File: src/rtl/usb_fs_line_tx_if.sv
// usb_fs_line_tx_if: byte handshake plus line-drive bundle of the
// full-speed USB line transmitter. The link side uses the master modport,
// the transmitter uses the slave modport.
interface usb_fs_line_tx_if;
  logic [7:0] DataOut_i;
  logic       TxValid_i;
  logic       TxReady_o;
  logic       line_dp;
  logic       line_dn;
  logic       line_d;
  logic       line_oe;
  logic       busy_o;

  modport master (
    output DataOut_i,
    output TxValid_i,
    input  TxReady_o,
    input  line_dp,
    input  line_dn,
    input  line_d,
    input  line_oe,
    input  busy_o
  );

  modport slave (
    input  DataOut_i,
    input  TxValid_i,
    output TxReady_o,
    output line_dp,
    output line_dn,
    output line_d,
    output line_oe,
    output busy_o
  );
endinterface

File: src/rtl/usb_fs_line_tx.sv
// usb_fs_line_tx: full-speed USB 1.1 serial line transmitter.
// Sends SYNC, NRZI-coded bit-stuffed data bytes (LSB first) and EOP on D+/D-.
// Each line bit lasts CLKS_PER_BIT clocks. Line outputs are registered and
// move on the clock after a bit boundary. TxReady_o is high during the last
// clock of a byte (or of its trailing stuff bit) while TxValid_i is high, and
// DataOut_i is captured on the edge that closes that clock.
module usb_fs_line_tx #(
  parameter int CLKS_PER_BIT = 4
) (
  input  logic              clk,
  input  logic              rst,
  usb_fs_line_tx_if.slave   bus
);

  localparam int              TW   = (CLKS_PER_BIT > 2) ? $clog2(CLKS_PER_BIT) : 1;
  localparam logic [TW-1:0]   TMAX = TW'(CLKS_PER_BIT - 1);
  localparam logic [TW-1:0]   TONE = TW'(1);

  typedef enum logic [2:0] {
    ST_IDLE    = 3'd0,
    ST_SYNC    = 3'd1,
    ST_DATA    = 3'd2,
    ST_EOP_SE0 = 3'd3,
    ST_EOP_J   = 3'd4
  } state_t;

  // NRZI: a 0 toggles the line level, a 1 holds it.
  function automatic logic nrzi_level(input logic cur_level, input logic bit_val);
    return bit_val ? cur_level : ~cur_level;
  endfunction

  state_t          r_state;
  state_t          w_state_nxt;

  logic [TW-1:0]   r_timer;     // position inside the current bit period
  logic [2:0]      r_idx;       // SYNC/data bit index, or EOP SE0 bit count
  logic [2:0]      r_ones;      // consecutive ones put on the line
  logic [7:0]      r_shift;     // remaining data bits, next one in bit 0
  logic            r_stuff;     // the bit on the line is a stuff bit
  logic            r_dp;
  logic            r_dn;
  logic            r_oe;

  logic [TW-1:0]   w_timer_nxt;
  logic [2:0]      w_idx_nxt;
  logic [2:0]      w_ones_nxt;
  logic [7:0]      w_shift_nxt;
  logic            w_stuff_nxt;
  logic            w_dp_nxt;
  logic            w_dn_nxt;
  logic            w_oe_nxt;

  logic            w_tick;      // last clock of the current bit period
  logic            w_stuff_due; // six ones sent: a stuff bit must follow
  logic            w_byte_end;  // last clock of SYNC or of a byte incl. trailing stuff
  logic            w_launch;    // a J/K bit is launched on the next edge
  logic            w_bit;       // value of the launched bit before NRZI
  logic            w_tx_ready;
  logic            w_busy;

  assign w_tick      = (r_state != ST_IDLE) && (r_timer == TMAX);
  assign w_stuff_due = (r_ones == 3'd6);
  assign w_byte_end  = w_tick &&
                       (((r_state == ST_SYNC) && (r_idx == 3'd7)) ||
                        ((r_state == ST_DATA) && (r_idx == 3'd7) && (r_stuff || !w_stuff_due)));

  // State register with asynchronous return to IDLE.
  always_ff @(posedge clk or negedge rst) begin
    if (!rst) begin
      r_state <= ST_IDLE;
    end else begin
      r_state <= w_state_nxt;
    end
  end

  // Next-state decode: packet framing from SYNC through EOP.
  always_comb begin
    w_state_nxt = r_state;
    case (r_state)
      ST_IDLE: begin
        if (bus.TxValid_i) begin
          w_state_nxt = ST_SYNC;
        end else begin
          w_state_nxt = ST_IDLE;
        end
      end
      ST_SYNC, ST_DATA: begin
        if (w_byte_end) begin
          w_state_nxt = bus.TxValid_i ? ST_DATA : ST_EOP_SE0;
        end else begin
          w_state_nxt = r_state;
        end
      end
      ST_EOP_SE0: begin
        if (w_tick && (r_idx == 3'd1)) begin
          w_state_nxt = ST_EOP_J;
        end else begin
          w_state_nxt = ST_EOP_SE0;
        end
      end
      ST_EOP_J: begin
        if (w_tick) begin
          w_state_nxt = ST_IDLE;
        end else begin
          w_state_nxt = ST_EOP_J;
        end
      end
      default: begin
        w_state_nxt = ST_IDLE;
      end
    endcase
  end

  // Output decode: handshake pulse and busy flag.
  always_comb begin
    w_tx_ready = 1'b0;
    w_busy     = 1'b0;
    case (r_state)
      ST_SYNC, ST_DATA: begin
        w_tx_ready = w_byte_end & bus.TxValid_i;
        w_busy     = 1'b1;
      end
      ST_EOP_SE0, ST_EOP_J: begin
        w_tx_ready = 1'b0;
        w_busy     = 1'b1;
      end
      default: begin
        w_tx_ready = 1'b0;
        w_busy     = 1'b0;
      end
    endcase
  end

  // Datapath next values: bit timer, bit selection, stuffing and line levels.
  always_comb begin
    w_timer_nxt = r_timer;
    w_idx_nxt   = r_idx;
    w_ones_nxt  = r_ones;
    w_shift_nxt = r_shift;
    w_stuff_nxt = r_stuff;
    w_dp_nxt    = r_dp;
    w_dn_nxt    = r_dn;
    w_oe_nxt    = r_oe;
    w_launch    = 1'b0;
    w_bit       = 1'b0;

    if (r_state == ST_IDLE) begin
      w_timer_nxt = '0;
    end else if (w_tick) begin
      w_timer_nxt = '0;
    end else begin
      w_timer_nxt = r_timer + TONE;
    end

    case (r_state)
      ST_IDLE: begin
        if (bus.TxValid_i) begin
          // First SYNC bit is a 0, i.e. K after the idle J.
          w_launch    = 1'b1;
          w_bit       = 1'b0;
          w_idx_nxt   = 3'd0;
          w_stuff_nxt = 1'b0;
          w_oe_nxt    = 1'b1;
        end else begin
          w_dp_nxt = 1'b1;
          w_dn_nxt = 1'b0;
          w_oe_nxt = 1'b0;
        end
      end
      ST_SYNC, ST_DATA: begin
        if (!w_tick) begin
          w_launch = 1'b0;
        end else if (w_byte_end) begin
          if (bus.TxValid_i) begin
            w_launch    = 1'b1;
            w_bit       = bus.DataOut_i[0];
            w_shift_nxt = {1'b0, bus.DataOut_i[7:1]};
            w_idx_nxt   = 3'd0;
            w_stuff_nxt = 1'b0;
          end else begin
            w_dp_nxt    = 1'b0;
            w_dn_nxt    = 1'b0;
            w_idx_nxt   = 3'd0;
            w_stuff_nxt = 1'b0;
          end
        end else if (r_state == ST_SYNC) begin
          // SYNC pattern 0000_0001: only the eighth bit is a 1.
          w_launch  = 1'b1;
          w_bit     = (r_idx == 3'd6);
          w_idx_nxt = r_idx + 3'd1;
        end else if (w_stuff_due && !r_stuff) begin
          w_launch    = 1'b1;
          w_bit       = 1'b0;
          w_stuff_nxt = 1'b1;
        end else begin
          w_launch    = 1'b1;
          w_bit       = r_shift[0];
          w_shift_nxt = {1'b0, r_shift[7:1]};
          w_idx_nxt   = r_idx + 3'd1;
          w_stuff_nxt = 1'b0;
        end
      end
      ST_EOP_SE0: begin
        if (!w_tick) begin
          w_launch = 1'b0;
        end else if (r_idx == 3'd1) begin
          w_dp_nxt  = 1'b1;
          w_dn_nxt  = 1'b0;
          w_idx_nxt = 3'd0;
        end else begin
          w_idx_nxt = r_idx + 3'd1;
        end
      end
      ST_EOP_J: begin
        if (w_tick) begin
          w_dp_nxt = 1'b1;
          w_dn_nxt = 1'b0;
          w_oe_nxt = 1'b0;
        end else begin
          w_launch = 1'b0;
        end
      end
      default: begin
        w_timer_nxt = '0;
        w_idx_nxt   = 3'd0;
        w_shift_nxt = 8'd0;
        w_stuff_nxt = 1'b0;
        w_dp_nxt    = 1'b1;
        w_dn_nxt    = 1'b0;
        w_oe_nxt    = 1'b0;
      end
    endcase

    if (w_launch) begin
      w_dp_nxt   = nrzi_level(r_dp, w_bit);
      w_dn_nxt   = ~nrzi_level(r_dp, w_bit);
      w_ones_nxt = w_bit ? (r_ones + 3'd1) : 3'd0;
    end else begin
      w_ones_nxt = r_ones;
    end
  end

  // Datapath and line registers; reset drives an idle J with the bus released.
  always_ff @(posedge clk or negedge rst) begin
    if (!rst) begin
      r_timer <= '0;
      r_idx   <= 3'd0;
      r_ones  <= 3'd0;
      r_shift <= 8'd0;
      r_stuff <= 1'b0;
      r_dp    <= 1'b1;
      r_dn    <= 1'b0;
      r_oe    <= 1'b0;
    end else begin
      r_timer <= w_timer_nxt;
      r_idx   <= w_idx_nxt;
      r_ones  <= w_ones_nxt;
      r_shift <= w_shift_nxt;
      r_stuff <= w_stuff_nxt;
      r_dp    <= w_dp_nxt;
      r_dn    <= w_dn_nxt;
      r_oe    <= w_oe_nxt;
    end
  end

  assign bus.TxReady_o = w_tx_ready;
  assign bus.busy_o    = w_busy;
  assign bus.line_dp   = r_dp;
  assign bus.line_dn   = r_dn;
  assign bus.line_d    = r_dp;
  assign bus.line_oe   = r_oe;

endmodule

File: src/flat_wrapper.sv
// flat-port wrapper written by rule: the top's interface ports become plain ports
module usb_fs_line_tx_flat 
#(
  parameter int CLKS_PER_BIT = 4
)
  (clk, rst, bus_DataOut_i, bus_TxValid_i, bus_TxReady_o, bus_line_dp, bus_line_dn, bus_line_d, bus_line_oe, bus_busy_o);
  usb_fs_line_tx_if bus_i ();
  input  logic clk;
  input  logic rst;
  input wire logic [$bits(bus_i.DataOut_i)-1:0] bus_DataOut_i;
  input wire logic [$bits(bus_i.TxValid_i)-1:0] bus_TxValid_i;
  output wire logic [$bits(bus_i.TxReady_o)-1:0] bus_TxReady_o;
  output wire logic [$bits(bus_i.line_dp)-1:0] bus_line_dp;
  output wire logic [$bits(bus_i.line_dn)-1:0] bus_line_dn;
  output wire logic [$bits(bus_i.line_d)-1:0] bus_line_d;
  output wire logic [$bits(bus_i.line_oe)-1:0] bus_line_oe;
  output wire logic [$bits(bus_i.busy_o)-1:0] bus_busy_o;
  assign bus_i.DataOut_i = bus_DataOut_i;
  assign bus_i.TxValid_i = bus_TxValid_i;
  assign bus_TxReady_o = bus_i.TxReady_o;
  assign bus_line_dp = bus_i.line_dp;
  assign bus_line_dn = bus_i.line_dn;
  assign bus_line_d = bus_i.line_d;
  assign bus_line_oe = bus_i.line_oe;
  assign bus_busy_o = bus_i.busy_o;
  usb_fs_line_tx #(.CLKS_PER_BIT(CLKS_PER_BIT)) u_core (.clk(clk), .rst(rst), .bus(bus_i));
endmodule
File: config.mk
export PLATFORM = sky130hd
export DESIGN_NAME = usb_fs_line_tx_flat
export DESIGN_NICKNAME = d
export VERILOG_FILES = /design/src/rtl/usb_fs_line_tx_if.sv /design/src/rtl/usb_fs_line_tx.sv /design/src/flat_wrapper.sv
export SDC_FILE = /design/constraint.sdc
export NUM_CORES = 1
export LEC_CHECK = 0
export BUFFER_PORTS_ARGS = -buffer_cell sky130_fd_sc_hd__buf_2
export CAP_MARGIN = 25
export CORE_MARGIN = 4
export CORE_UTILIZATION = 30
export CTS_BUF_LIST = sky130_fd_sc_hd__clkbuf_4
export CTS_CLUSTER_SIZE = 10
export DETAILED_ROUTE_END_ITERATION = 16
export SETUP_SLACK_MARGIN = 0.5
export SYNTH_ARGS = -nofsm -noshare
export SYNTH_HDL_FRONTEND = slang
export SYNTH_SLANG_ARGS = --single-unit
File: constraint.sdc
create_clock -name clk -period 5.3 [get_ports clk]
set_input_delay 0.53 -clock clk [delete_from_list [all_inputs] [get_ports clk]]
set_output_delay 0.53 -clock clk [all_outputs]
set_load 0.05 [all_outputs]
; ---- After elaboration in Yosys (flattened, before gate mapping)
; Index checks and enable logic that the tools add are counted.
[totals]
reg_bits = 23
elab_cells = 130
[op_classes]
n_addsub = 3
eq_ne = 25
n_mux = 61
n_bitwise = 7
n_reduce_logical = 25
[op_table]
columns = op, count
row1 = $mux W8, 5
row2 = $mux W1, 34
row3 = $mux W3, 11
row4 = $pmux W3 S4, 2
row5 = $pmux W8 S2, 1
row6 = $ne A3 B1 Y1 const B, 5
row7 = $reduce_and A5 Y1, 3
row8 = $eq A3 B3 Y1 const B, 4
row9 = $ne A3 B2 Y1 const B, 4
row10 = $ne A2 B1 Y1 const B, 4
row11 = $pmux W1 S4, 2
row12 = $logic_and A1 B1 Y1, 7
row13 = $reduce_and A7 Y1, 1
row14 = $add A3 B1 Y3 const B, 2
row15 = $eq A3 B1 Y1 const B, 2
row16 = $eq A3 B2 Y1 const B, 2
row17 = $mux W2, 3
row18 = $not A1 Y1, 6
row19 = $pmux W1 S3, 2
row20 = $reduce_or A3 Y1, 2
row21 = $reduce_or A5 Y1, 1
row22 = $ne A4 B2 Y1 const B, 1
row23 = $reduce_and A4 Y1, 1
row24 = $reduce_or A2 Y1, 2
row25 = other kinds (12), 14

; ---- Logic depth before layout (Yosys ltp)
[logic_depth]
depth_word = 12
mapped_depth = 8
ltp_nobuf = 7

; ---- Worst setup path before layout
; Ideal clock, no wire load.
[synth_path]
path_kind = register to output
start = register u_core.r_ones[0]
end = output port bus_TxReady_o
arrival_time_ps = 2026
t_required_ps = 4770
slack_ps = 2744
stages_incl_launch_ff = 7
n_path_buf = 1
cell_sequence = dfrtp_1 inv_1 ha_1 and4b_4 or3_1 buf_4 nor2_1
[synth_between]
elab_chain_cells = 8
[synth_rtl]
columns = item, line
row1 = start: declaration, usb_fs_line_tx.sv:37  ; logic [2:0] r_ones;
row2 = start signal: assignment, usb_fs_line_tx.sv:257  ; r_ones <= w_ones_nxt;
row3 = $eq A3 B3 Y1, usb_fs_line_tx.sv:62  ; assign w_stuff_due = (r_ones == 3'd6);
row4 = $logic_not A1 Y1, usb_fs_line_tx.sv:65  ; ((r_state == ST_DATA) && (r_idx == 3'd7) && (r_stuff || !w_stuff_due)));
row5 = $logic_or A1 B1 Y1, usb_fs_line_tx.sv:65
row6 = $logic_and A1 B1 Y1, usb_fs_line_tx.sv:65
row7 = $logic_or A1 B1 Y1, usb_fs_line_tx.sv:64  ; (((r_state == ST_SYNC) && (r_idx == 3'd7)) ||
row8 = $logic_and A1 B1 Y1, usb_fs_line_tx.sv:63  ; assign w_byte_end = w_tick &&
row9 = $and A1 B1 Y1, usb_fs_line_tx.sv:120  ; w_tx_ready = w_byte_end & bus.TxValid_i;
row10 = $mux W1, usb_fs_line_tx.sv:118  ; case (r_state)
row11 = end: declaration, flat_wrapper.sv:12  ; output wire logic [$bits(bus_i.TxReady_o)-1:0] bus_TxReady_o;
; Every way passes these cells.

; ---- Worst setup path after layout
[layout_path]
start = register u_core.r_idx[1]
end = output port bus_TxReady_o
[layout_between]
elab_chain_cells = 7
elab_cells_between_ends = 8
[layout_rtl]
columns = item, line
row1 = start: declaration, usb_fs_line_tx.sv:36  ; logic [2:0] r_idx;
row2 = start signal: assignment, usb_fs_line_tx.sv:256  ; r_idx <= w_idx_nxt;
row3 = $eq A3 B3 Y1 *, "usb_fs_line_tx.sv:64, usb_fs_line_tx.sv:65"
row4 = $logic_and A1 B1 Y1 (2 in a row), usb_fs_line_tx.sv:65
row5 = $logic_or A1 B1 Y1 *, usb_fs_line_tx.sv:64
row6 = $logic_and A1 B1 Y1 *, usb_fs_line_tx.sv:63
row7 = $and A1 B1 Y1 *, usb_fs_line_tx.sv:120
row8 = $mux W1 *, usb_fs_line_tx.sv:118
; Mark *: on every way between the ends. The rest lies on a longest branch, timed or not.

==> impl_metrics.csv <==
group,metric,value,unit
run,maxCapViolations,0,
grt,grt_pass1_vias,1132,
drt,via_per_inst,4.87,
die,die_w,78.0,um
grt,overflow,0,
synth,yosysTopAreaCell,"dfrtp_1",
drt,firstDrtPassIters,4,
timing,fin_tns_setup,0,ns
die,boundaryPins,17,
die,initial_utilization,0.311,
setup_path,cp.arrival,2.32,ns
die,die_area,6080,um2
synth,yosys_warnings,0,
drt,drc,0,
drt,drt_iter0_drc,95,
die,row_count,25,
place,portBuffers,16,
synth,synth_area,1470,um2
grt,antenna_found_initial,0,
timing,finalWorstPathRequiredPeriod,2.85,ns
clock_network,cts-hold-fix-buffers,0,
die,design.core.area,4720,um2
final_layout,syn2layout_area_growth,8.17,%
synth,synth_cells,159,
final_layout,num-nets-final,186,
grt,grt_max_degree,23,
synth,synth-seq-area-share,0.375,
final_layout,final_common_cell,"dfrtp_1",
setup_path,cp_common_cell,"ha_1",
synth,async_flop_share,1.00,
synth,synth_area_leaders,"dfrtp_1, mux2i_1, ha_1, nand2_1, inv_1",
final_layout,final_cell_mix,"dfrtp_1, nand2_1, buf_2, inv_1, mux2i_1",
setup_path,worst_setup_path_end_kind,"primary output",
pwr,worst_ir_drop_vdd,0.167,mV
drt,wl_per_cell,12.7,um
place,place.gp.congestion,0.819,
clock_network,post_cts_resized,0,
timing,fmax,351,MHz
setup_path,start_kind,"register",
timing,finalClockSkew,0.00616,ns
synth,synth_cell_types,47,
timing,whs,0.173,ns
run_status,status,"finished clean",
setup_path,crit_type,"reg -> out",
synth,ys.flop_type,"dfrtp_1",
timing,relSlewSlack,0.620,
synth,synth_edf_count,0,
pwr,power_leakage,0.720,nW
timing,fin_crit_sh,0.538,
synth,syn_area_per_cell,9.25,um2
drt,postRouteAntennaNets,0,
grt,track_usage,0.104,
timing,finalSetupViolCount,0,
clock_network,clk_latency,0.31,ns
clock_network,clk_pin_slew_worst_paths,0.13,ns
synth,synth.ff_latch_count,22,
clock_network,cts_tree,"yes",
synth,yosysTopAreaCellShare,0.357,
clock_network,cts_setup_buffers,0,
setup_path,cp_num_buf_inv,1,
final_layout,drive_gt1_frac,0.180,
clock_network,numCtsBuffers,3,
die,fp.dieH,78.0,um
setup_path,crit_chain,"ha_1 > ha_1 > nand3b_1 > or3_1 > nor2_1 > buf_2",
setup_path,crit_path_top_delay_cell,"or3_1",
synth,synth_nets,177,
final_layout,final_cells,234,
setup_path,cp_max_fo,11,
place,postPlaceCellArea,1560,um2
drt,wirelength,2960,um
min_path,hold_class,"in -> async",
timing,drv_slew,0,
pwr,p_per_area,488,nW/um2
timing,rsz0062_at_grt,"no",
final_layout,final_cell_area,1590,um2
clock_network,cts_max_level,1,
timing,tightestPinTransition,0.564,ns
clock_network,clock_path_buffers,2,
grt,grt_pass1_wl,5290,um
setup_path,worstPathRequired,4.77,ns
timing,finalHoldViolCount,0,
setup_path,critPathMaxStageDelay,0.56,ns
place,post-place-cells,230,
clock_network,cts_sinks,22,
place,hpwl,2210,um
final_layout,antenna_cells,0,
final_layout,final_util,0.337,
drt,via_count,1139,
setup_path,cp_top_family,"simple AND/OR/NAND/NOR gates",
clock_network,cts-root-buf,"clkbuf_4",
-- Yosys cell counts (3+ instances only) --
library cell and n:
nand3_1 5, mux2i_1 9, nor3_1 3, buf_4 3, nor2b_1 3, dfrtp_1 21, o31ai_1 4, nand3b_1 3
nor2_1 4, nand2_1 17, a21oi_1 7, nor3b_1 4, inv_1 12, ha_1 7, o221ai_1 3, o21ai_0 7
o21ai_1 3, clkbuf_1 5
-- worst paths after layout --
check | slack (ns) | to | startpoint | cells after the start
max reg2reg | 2.76 | u_core.r_shift[3] | u_core.r_idx[1] | 6
min in group clk | 0.44 | u_core.r_shift[6] | bus_DataOut_i[7] | 3
min reg2reg | 0.46 | u_core.r_timer[0] | u_core.r_timer[0] | 1
max in group asynchronous | 4.76 | u_core.bus.line_d | rst | 1
max | 2.45 | bus_TxReady_o | u_core.r_idx[1] | 6
min | 0.17 | u_core.r_shift[0] | rst | 1
-- metal layers --
layer  share of wire  vias to the layer above  track usage
met1            0.52                      524        0.151
li1                -                      589            -
met5               0                        -            0
met4          0.0084                        0       0.0262
met3           0.036                        4       0.0139
met2            0.44                       22        0.164
-- per-stage QoR --
stage          worst slack [ns]  power [W]
6_report                   2.45   0.000777
2_1_floorplan              2.74   0.000628
3_3_place_gp               2.80   0.000695
4_1_cts                    2.44   0.000788
5_1_grt                    2.25   0.000851
3_5_place_dp               2.78   0.000700
-- kinds of logic after synthesis --
group,after synthesis,share of synthesized area
AND/OR/NAND/NOR,51,0.189
AO/OA/AOI/OAI,44,0.217
buffers and inverters,24,0.0808
flip-flops,22,0.375
multiplexers,9,0.0613
adder cells (fa/ha/maj),7,0.0596
XOR/XNOR,2,0.0170
-- flip-flops by register name (all words and copies together) (netlist names) --
name / cells
u_core.r_shift: 7
u_core.r_idx: 3
u_core.r_ones: 3
u_core.r_state: 3
u_core.r_timer: 2
u_core.bus.line_d: 1
u_core.bus.line_dn: 1
u_core.bus.line_oe: 1
u_core.r_stuff: 1
-- where the power goes --
part	internal, W	switching (W)	leakage, nW
clock	0.0000345	0.0000524	0.0184
sequential	0.000230	0.0000608	0.282
combinational	0.000145	0.000254	0.419
-- final cells by class --
type,count,area (um2)
fill,505,3130
multi-input combinational,113,800
sequential,22,552
tap,67,83.8
timing repair buffer,16,80.1
inverter,12,45.0
clock buffer,4,30.0
Power figures use the tool's default switching activity.
